## src/rtl/escalonador_ticks.sv

```systemverilog
// Three-channel tick scheduler producing clock enables and square waves.
// Periods are reprogrammed at run time through a valid/ready config port.
module escalonador_ticks #(
  parameter int CNT_W  = 26,
  parameter int DEF_P0 = 50000000,
  parameter int DEF_P1 = 25000000,
  parameter int DEF_P2 = 250000
) (
  input  logic             clk,
  input  logic             reset,
  input  logic             enable,
  input  logic             cfg_valid,
  input  logic [1:0]       cfg_sel,
  input  logic [CNT_W-1:0] cfg_period,
  output logic             cfg_ready,
  output logic             cfg_err,
  output logic [2:0]       tick,
  output logic [2:0]       sq,
  output logic             running
);

  localparam logic [1:0] IDLE = 2'd0;
  localparam logic [1:0] RUN  = 2'd1;
  localparam logic [1:0] LOAD = 2'd2;

  localparam logic [CNT_W-1:0] MIN_P = CNT_W'(2);

  logic [1:0]       state;
  logic [1:0]       state_nx;
  logic             hs;
  logic             adv;
  logic [2:0]       wr;
  logic             bad_sel;
  logic [CNT_W-1:0] per_cl;

  assign cfg_ready = (state != LOAD);
  assign running   = (state == RUN);
  assign hs        = cfg_valid & cfg_ready;
  assign bad_sel   = (cfg_sel == 2'd3);

  // LOAD still counts: only the written channel is restarted.
  assign adv = enable & ((state == RUN) | (state == LOAD));

  assign per_cl = (cfg_period < MIN_P) ? MIN_P : cfg_period;

  always_comb begin
    state_nx = IDLE;
    if (hs) begin
      state_nx = LOAD;
    end else if (enable) begin
      state_nx = RUN;
    end
  end

  always_ff @(posedge clk) begin
    if (reset) begin
      state <= IDLE;
    end else begin
      state <= state_nx;
    end
  end

  always_ff @(posedge clk) begin
    if (reset) begin
      cfg_err <= 1'b0;
    end else if (hs & bad_sel) begin
      cfg_err <= 1'b1;
    end
  end

  for (genvar i = 0; i < 3; i++) begin : g_ch
    localparam logic [CNT_W-1:0] DEF =
      (i == 0) ? CNT_W'(DEF_P0) :
      (i == 1) ? CNT_W'(DEF_P1) :
                 CNT_W'(DEF_P2);

    logic [CNT_W-1:0] per_q;
    logic [CNT_W-1:0] cnt_q;
    logic             tick_q;
    logic             sq_q;
    logic             term;

    assign wr[i] = hs & (cfg_sel == 2'(i));
    assign term  = (cnt_q == per_q - CNT_W'(1));

    // A write at the terminal edge wins: restart, no tick, no toggle.
    always_ff @(posedge clk) begin
      if (reset) begin
        per_q  <= DEF;
        cnt_q  <= '0;
        tick_q <= 1'b0;
        sq_q   <= 1'b0;
      end else begin
        tick_q <= 1'b0;
        if (wr[i]) begin
          per_q <= per_cl;
          cnt_q <= '0;
        end else if (adv) begin
          if (term) begin
            cnt_q  <= '0;
            tick_q <= 1'b1;
            sq_q   <= ~sq_q;
          end else begin
            cnt_q <= cnt_q + CNT_W'(1);
          end
        end
      end
    end

    assign tick[i] = tick_q;
    assign sq[i]   = sq_q;
  end

endmodule

```

## config.mk

```make
export PLATFORM = sky130hd
export DESIGN_NAME = escalonador_ticks
export DESIGN_NICKNAME = d
export VERILOG_FILES = /design/src/rtl/escalonador_ticks.sv
export SDC_FILE = /design/constraint.sdc
export NUM_CORES = 1
export LEC_CHECK = 0
export BUFFER_PORTS_ARGS = -buffer_cell sky130_fd_sc_hd__clkbuf_2
export CAP_MARGIN = 30
export CORE_AREA = 4 4 160 192
export CTS_CLUSTER_DIAMETER = 30
export DETAILED_ROUTE_END_ITERATION = 12
export DIE_AREA = 0 0 164 196
export PLACE_DENSITY_LB_ADDON = 0.15
export SYNTH_ARGS = -nofsm -noshare
export SYNTH_HDL_FRONTEND = slang
export SYNTH_SLANG_ARGS = --single-unit
```

## constraint.sdc

```tcl
create_clock -name clk -period 3.4 [get_ports clk]
set_clock_uncertainty 0.1 [all_clocks]
set_input_delay 1.02 -clock clk [delete_from_list [all_inputs] [get_ports clk]]
set_output_delay 1.02 -clock clk [all_outputs]
set_load 0.005 [all_outputs]
```

# == Word level (Yosys, flattened, before mapping) ==
# Cells that the tools add are included.
# word_totals
mem_bits_ro,0
mem_count,0
output_inout_bits,9
latch_bits,0
input_bits,32
ram_bits,0
wordCells,65
register_bits,165
# op_classes
muxes,9
magnitude_cmp,1
bitwise_logic,14
mul,0
shift,0
n_reduce_logical,11
eq_ne,9
n_addsub,6
div_mod_pow,0
# op_table
cell,count
2-to-1 mux 26 bit,4
adder 26 x 1 -> 26 bit (second input constant),3
equality test 26 bit,3
subtractor 26 x 1 -> 26 bit (second input constant),3
less-than comparator 26 x 2 -> 1 bit (second input constant),1
AND reduction 3 bit,3
OR reduction 3 bit,3
OR reduction 2 bit,4
NOT 1 bit,7
AND 1 bit,6
equality test 2 bit (second input constant),3
equality test 2 x 1 -> 1 bit (second input constant),2
2-to-1 mux 1 bit,4
zero test 2 bit,1
2-to-1 mux 2 bit,1
inequality test 2 bit (second input constant),1
OR 1 bit,1

# == Longest topological paths before layout ==
# Gate-level depths: netlist (run 1).
# logic_depth
ltp_word,5
mapped_depth,12

# == Worst setup path before layout (run 1) ==
# OpenSTA, ideal clock, no wires.
# synth_timing
path_kind,flip-flop to flip-flop
start,register g_ch[2].per_q[0]
end,register g_ch[2].sq_q
setup_time_ps,70
stages_incl_launch_ff,12
arrival_ps,3363
path_buffers,1
slack_ps,-133
synth_period_minus_slack_ps,3533
path_cell_list,dfxtp_1 -> inv_1 -> ha_1 -> or4b_4 -> or3_4 -> or4_1 -> a211oi_1 -> o211ai_1 -> or4_1 -> buf_2 -> or4_1 -> a21oi_1
# synth_via
elab_chain_len,3
# synth_lines
element,line,text
start: declaration,77,logic [CNT_W-1:0] per_q;
start signal: assignment,96,per_q <= per_cl;
subtractor 26 x 1 -> 26 bit,84,assign term = (cnt_q == per_q - CNT_W'(1));
equality test 26 bit,84,
AND reduction 3 bit (no source line),n/a,
end signal: assignment,102,sq_q <= ~sq_q;
end: declaration,80,logic sq_q;
# No other way between the ends.
# A chain may end at the register's enable or synchronous reset.

# == Worst setup path after layout (run 1) ==
# Ends and elaborated chain as after synthesis.

==> results of run 1 <==
## power by group
part	switching (W)	internal (W)
logic	0.000269	0.000190
clock network	0.000871	0.00106
registers	0.0000502	0.00197
## layer usage
layer	track usage	vias to the layer above	wire, µm
met3	0.02606	30	682
met5	0	-	0
met4	0.04972	0	507
li1	-	4161	-
met1	0.2267	3827	12910
met2	0.2928	117	13160
## placed cells by master, fill, tap and decap left out, types with 6 or more instances in the layout
cell type,count
a21oi_1,55
and2_1,6
dfxtp_1,164
nand3_1,41
buf_4,69
nand2_1,199
xnor2_1,91
nor4_1,31
ha_1,7
nand3b_1,32
nand4_1,30
or4_1,10
and4_1,8
o211ai_1,7
and3_1,15
xor2_1,89
or3_1,21
a31oi_1,8
clkbuf_16,17
nor2_1,129
clkbuf_2,40
o21ai_0,13
nand2b_1,11
inv_1,16
nor3_1,47
## registers in the layout, indices dropped and copies added, names as in the netlist
| register | cells |
|---|---|
| cfg_err | 1 |
| state | 2 |
| g_ch.per_q | 78 |
| g_ch.cnt_q | 78 |
| g_ch.sq_q | 3 |
| g_ch.tick_q | 3 |
## timing repair
| action | 4_1_cts | 5_1_grt |
|---|---|---|
| resized for setup | 1 | 8 |
| setup endpoints to repair | 1 | 28 |
| hold buffers | 0 | 0 |
| pin swaps | 0 | 1 |
## worst max-delay path: stages, from the launching register on
cell	delay, ps
dfxtp_2	330
inv_2	70
ha_4	130
or4b_4	490
or3_4	360
or4_4	420
a211oi_2	220
o211ai_1	110
or4_4	480
or4_1	410
a21oi_1	140
## final timing paths
kind	startpoint	to	slack [ps]	depth (start not counted)
setup / recovery	g_ch[2].per_q[0]	g_ch[2].sq_q	70	10
hold / removal	cfg_err	cfg_err	380	2
setup reg to reg	g_ch[2].per_q[0]	g_ch[2].sq_q	70	10
hold reg to reg	cfg_err	cfg_err	380	2
## cell families (layout without fill, tap and decap cells)
| kind of cell | Yosys count | after routing | synth area share |
|---|---|---|---|
| compound gates | 121 | 121 | 0.08233 |
| xor+xnor | 180 | 180 | 0.1729 |
| fa+ha+maj | 8 | 8 | 0.01098 |
| buf+inv | 75 | 161 | 0.03471 |
| flops | 165 | 165 | 0.3622 |
| mux | 6 | 6 | 0.006724 |
| simple gates | 609 | 609 | 0.3301 |
## synthesized netlist by cell type (5+ instances only)
cell type / number / share of area
a21boi_0: 5 / 0.0041
a21oi_1: 55 / 0.030
a31oi_1: 8 / 0.0055
and2_1: 6 / 0.0041
and3_1: 15 / 0.010
and4_1: 8 / 0.0077
buf_1: 5 / 0.0021
buf_4: 6 / 0.0049
clkbuf_1: 41 / 0.017
dfxtp_1: 165 / 0.36
ha_1: 8 / 0.011
inv_1: 18 / 0.0074
mux2i_1: 5 / 0.0055
nand2_1: 199 / 0.082
nand2b_1: 11 / 0.0075
nand3_1: 41 / 0.023
nand3b_1: 32 / 0.026
nand4_1: 30 / 0.021
nand4b_1: 5 / 0.0048
nor2_1: 129 / 0.053
nor3_1: 48 / 0.026
nor4_1: 32 / 0.022
o211ai_1: 7 / 0.0058
o21ai_0: 13 / 0.0071
o22ai_1: 5 / 0.0034
or3_1: 21 / 0.014
or4_1: 12 / 0.0099
xnor2_1: 91 / 0.087
xor2_1: 89 / 0.085
## through the flow
stage	util	worst slack, ps
2_1_floorplan	-	82.26
5_1_grt	0.3747	-3.802
6_report	0.3747	68.72
3_5_place_dp	0.3532	2.399
4_1_cts	0.3733	59.85
3_3_place_gp	0.3532	0.3477
## final cells by class
| type | instances | area [µm²] | area share |
|---|---|---|---|
| multi-input combinational | 924 | 5572 | 0.5170 |
| sequential | 165 | 3304 | 0.3066 |
| timing repair buffer | 112 | 778.2 | 0.07222 |
| tap | 385 | 481.7 | 0.04470 |
| clock buffer | 19 | 452.9 | 0.04203 |
| clock inverter | 12 | 120.1 | 0.01115 |
| inverter | 18 | 67.56 | 0.006270 |
==> metrics.md, run 1 <==
| Metric | Value |
|---|---|
| CTS tree | yes |
| Drt pass-1 iters | 7 |
| Die area | roughly 0.032 mm² |
| Seq/Total Area, Yosys | 0.3622 |
| Syn-to-layout area delta | 18.18% |
| PortBufs | 40 |
| Total gr overflow | 0 |
| Endpoints failing hold | 0 |
| Post-synth ARST share | 0 |
| Die width | between 150 and 200 µm |
| Non-Filler Instances | roughly 1,600 |
| Initial antenna violation count | 0 |
| Setup Buffers After CTS | 0 |
| H-tree depth | 4 |
| Status | completed |
| Slew headroom | 0.3793 |
| Mapped Cells | 1,164 |
| Ys flop type | dfxtp_1 |
| WL/cell | 16.67 µm |
| Fillcell total | roughly 3,100 |
| Max VDD drop | about 0.00025 V |
| Post-Syn Area | 0.009119 mm² |
| Vias in the first global route | around 7,900 |
| Fin crit period | about 3300 ps |
| Cells after DPL | roughly 1,600 |
| Post-layout net count | around 1,300 |
| Core box area | between 0.02 and 0.03 mm² |
| Row count | 68 |
| First-pass GRT wire length | approximately 44,000 µm |
| Die H | around 200 µm |
| Worst EP arrival | between 3000 and 4000 ps |
| Layout cells sized above 1 | 0.1336 |
| Worst min-delay path class | flip-flop to flip-flop |
| Vias per cell | between 4 and 5 |
| Drc violations | 0 |
| Worst-path clk slew | 70 ps |
| Clock tree buffer depth | 2 |
| Final hold slack | approximately 380 ps |
| Max Fclk | ~300 MHz |
| Crit path required time | between 3000 and 4000 ps |
| CP startpoint kind | flip-flop |
| Flip-flop and latch count after synthesis | about 170 |
| Setup_tns | 0 ps |
| Maxcap violations | 0 |
| Routed Antenna Nets | 0 |
| Critical-path maximum fanout | 5 |
| ANT cells | 0 |
| DP Wirelength | approximately 21,000 µm |
| Largest net degree at the start of global routing | 36 |
| Total Routing Usage GR | 0.1725 |
| Gpl congestion | 0.8706 |
| Crit Path Class | flip-flop to flip-flop |
| Vias | between 8,000 and 9,000 |
| Library cells used by synthesis | 60 |
| RSZ-0062 raised after global routing | yes |
| Slew Viols, Final | 0 |
| Ys Warns | 0 |
| # IOs | 41 |
| CTS sink count | between 150 and 200 |
| Cell leakage power | ~3.9 nW |
| Initial Util | 0.3171 |
| Synthesized Nets | approximately 1,200 |
| Worst setup EP type | flip-flop |
| Setup violations, final | 0 |
| Final instance area | about 0.011 mm² |
| Drt first-iter violations | ~500 |
| Total CTS buffers | 17 |
| Final worst-path cycle share | 0.9798 |
| Cell area power density | slightly above 400 mW/mm² |
| Total Routed Length | approximately 27,000 µm |
| Slew @ Worst Pin | slightly above 900 ps |
| Clock insertion delay at the later pin of the skew report | between 400 and 500 ps |
| Count of flip-flops with a built-in enable after synthesis | 0 |
| Total power draw | approximately 0.0044 W |
| Post-Syn Area per Cell | roughly 7.8 µm² |
| Placement Cell Area | 0.01016 mm² |
| Root Driver | clkbuf_16 |
(Power assumes the default switching activity.)
==> run 2, diff against run 1 <==
Settings changed: CORE_AREA 4 4 160 192 to 4 4 118 143, DIE_AREA 0 0 164 196 to 0 0 122 147, REMOVE_ABC_BUFFERS set to 1.
Clock period 3.4 ns to 3.8 ns, I/O delays scaled along.
==> metrics.md, run 2 (synthesis gave the netlist of run 1 again) <==
| Metric | Value |
|---|---|
| Critical-path maximum fanout | 6 (+1) |
| Cell family with most CP delay | simple AND/OR/NAND/NOR gates |
| Worst EP arrival | 3880 ps (+280 ps) |
| Cell area power density | 385.8 mW/mm² (-5.7%) |
| ANT cells | 0 (unchanged) |
| Die H | 147 µm (-25%) |
| PortBufs | 40 (unchanged) |
| Most frequent cells in the layout | 199 x nand2_1, 165 x dfxtp_1, 129 x nor2_1, 91 x xnor2_1, 89 x xor2_1 |
| Clock tree buffer depth | 2 (unchanged) |
| Commonest non-fill, non-tap cell in the layout | nand2_1 |
| Maxcap violations | 0 (unchanged) |
| Sw Pwr | 0.0009874 W (-17%) |
| Total CTS buffers | 17 (unchanged) |
| Fin crit period | 3620 ps (+288.9 ps) |
| Setup violations, final | 0 (unchanged) |
| Endpoints failing hold | 0 (unchanged) |
| Crit Path Class | flip-flop to flip-flop |
| Clock insertion delay at the later pin of the skew report | 430 ps (about the same) |
| WL/cell | 16.41 µm (-1.6%) |
| Final Worst Setup Slack | 179.8 ps (+111.1 ps) |
| Vias in the first global route | 7,770 (-2.2%) |
| Slew headroom | 0.4085 (+0.02922) |
| Cell leakage power | 3.587 nW (-7.5%) |
| CP max stage delay | 600 ps (+110 ps) |
| Crit path required time | 4060 ps (+390 ps) |
| Vias | 8,084 (-0.63%) |
| Routed Antenna Nets | 0 (unchanged) |
| Die area | 0.01793 mm² (-44%) |
| Core box area | 0.01545 mm² (-46%) |
| Crit-path cells | inv_1 > ha_1 > or4b_4 > or3_4 > or4_1 > a211oi_1 > o211ai_1 > or4_4 > or4_1 > a21oi_1 |
| Max VDD drop | 0.0003246 V (+32%) |
| Post-layout net count | 1,225 (-4.1%) |
| Cell mode on critical path | or4_1 |
| Max Fclk | 276.2 MHz (-8.0%) |
| Initial antenna violation count | 0 (unchanged) |
| DP Wirelength | 17,020 µm (-18%) |
| Vias per cell | 5.750 (+16%) |
| Largest net degree at the start of global routing | 33 (-8.3%) |
| CP startpoint kind | flip-flop |
| CTS tree | yes |
| First-pass GRT wire length | 38,410 µm (-12%) |
| H-tree depth | 4 (unchanged) |
| Final instance area | 0.01007 mm² (-6.5%) |
| Final worst-path cycle share | 0.9527 (-0.02710) |
| CTS sink count | 165 (unchanged) |
| Layout cells sized above 1 | 0.08180 (-0.05180) |
| Initial Util | 0.5901 (+0.2730) |
| Setup Buffers After CTS | 0 (unchanged) |
| Power share of the sequential group | 0.469 (+0.010) |
| Slowest cell on crit path | or4_4 |
| Total Routing Usage GR | 0.2662 (+0.09364) |
| Worst path buffer plus inverter count | 1 (unchanged) |
| Placement Cell Area | 0.009490 mm² (-6.6%) |
| Total gr overflow | 0 (unchanged) |
| Logic pwr share | 0.091 (-0.013) |
| Syn-to-layout area delta | 10.44% |
| Clk pwr share | 0.441 (+0.004) |
| Largest regs | g_ch.cnt_q: 78 flops, g_ch.per_q: 78 flops |
| Gpl congestion | 0.9397 (+7.9%) |
| Drc violations | 0 (unchanged) |
| Row count | 50 (-26%) |
| DP Worst Slack | 127.8 ps (+125.4 ps) |
| RSZ-0062 raised after global routing | no |
| Slew Viols, Final | 0 (unchanged) |
| Drt first-iter violations | 628 (+25%) |
| Status | completed |
| Slew @ Worst Pin | 885.1 ps (-45.97 ps) |
| Total Routed Length | 23,070 µm (-15%) |
| Worst min-delay path class | flip-flop to flip-flop |
| Fraction of power spent switching nets | 0.2541 (-0.01578) |
| Drt pass-1 iters | 5 (-2) |
| Die width | 122 µm (-26%) |
| Root Driver | clkbuf_16 |
| Internal | 0.002898 W (-10%) |
| Worst-path clk slew | 70 ps (about the same) |
| Worst setup EP type | flip-flop |
| # IOs | 41 (unchanged) |
-- run 2: cell types whose count changed in the layout (fill, tap and decap cells not counted), sizes merged --
cell and change:
clkbuf +3, bufinv +1, inv -2, clkinvlp -1, buf -53
-- run 2: final timing paths --
| kind | startpoint | end | slack (ps) | cells after the start |
|---|---|---|---|---|
| setup / recovery | g_ch[2].per_q[0] | g_ch[2].sq_q | 180 | 10 |
| hold / removal | g_ch[0].sq_q | g_ch[0].sq_q | 380 | 2 |
| setup reg to reg | g_ch[2].per_q[0] | g_ch[2].sq_q | 180 | 10 |
| hold reg to reg | g_ch[0].sq_q | g_ch[0].sq_q | 380 | 2 |
-- run 2: area by class of cell --
| class | count | area [µm²] |
|---|---|---|
| sequential | 165 | 3303 |
| timing repair buffer | 59 | 355.3 |
| clock inverter | 10 | 122.6 |
| clock buffer | 22 | 454.2 |
| tap | 208 | 260.3 |
| multi-input combinational | 924 | 5508 |
| fill | 1375 | 5381 |
| inverter | 18 | 67.56 |
-- run 2: stage by stage --
stage | power, W | utilization | hold slack (ps) | instances | TNS [ps]
detailed placement | 0.002205 | 0.6142 | 364.7 | 1374 | 0
finish | 0.003886 | 0.6517 | 377.4 | 1406 | 0
floorplan | 0.002062 | - | 341.8 | 1107 | -2033
global route | 0.004031 | 0.6517 | 414.2 | 1406 | 0
CTS | 0.003902 | 0.6515 | 379.4 | 1406 | 0
global placement | 0.002199 | 0.6142 | 363.4 | 1374 | 0
-- run 2: power by group through the flow --
stage	logic [W]	registers [W]	clock network [W]
2_1_floorplan	0.000219	0.00184	0
3_3_place_gp	0.000341	0.00186	0
3_5_place_dp	0.000346	0.00186	0
4_1_cts	0.000349	0.00182	0.00173
5_1_grt	0.000391	0.00183	0.00181
6_report	0.000352	0.00182	0.00171
-- run 2: layer usage --
layer / global-route usage / routed length (µm) / vias to the layer above
met4: 0.1172 / 825 / 0
met5: 0 / 0 / -
met1: 0.3366 / 9949 / 3755
met2: 0.4414 / 11270 / 213
met3: 0.04852 / 1020 / 52
li1: - / - / 4064
-- run 2: worst register-to-register path, cell delays in order (launching register included) --
cell and delay, ps:
dfxtp_1 370, inv_1 100, ha_1 180, or4b_4 510
or3_4 360, or4_1 410, a211oi_1 260, o211ai_1 110
or4_4 600, or4_1 420, a21oi_1 150
-- run 2: what timing repair did --
item,4_1_cts,5_1_grt
hold buffers,0,0
endpoints found under the setup margin,0,2
gates resized for setup,0,1
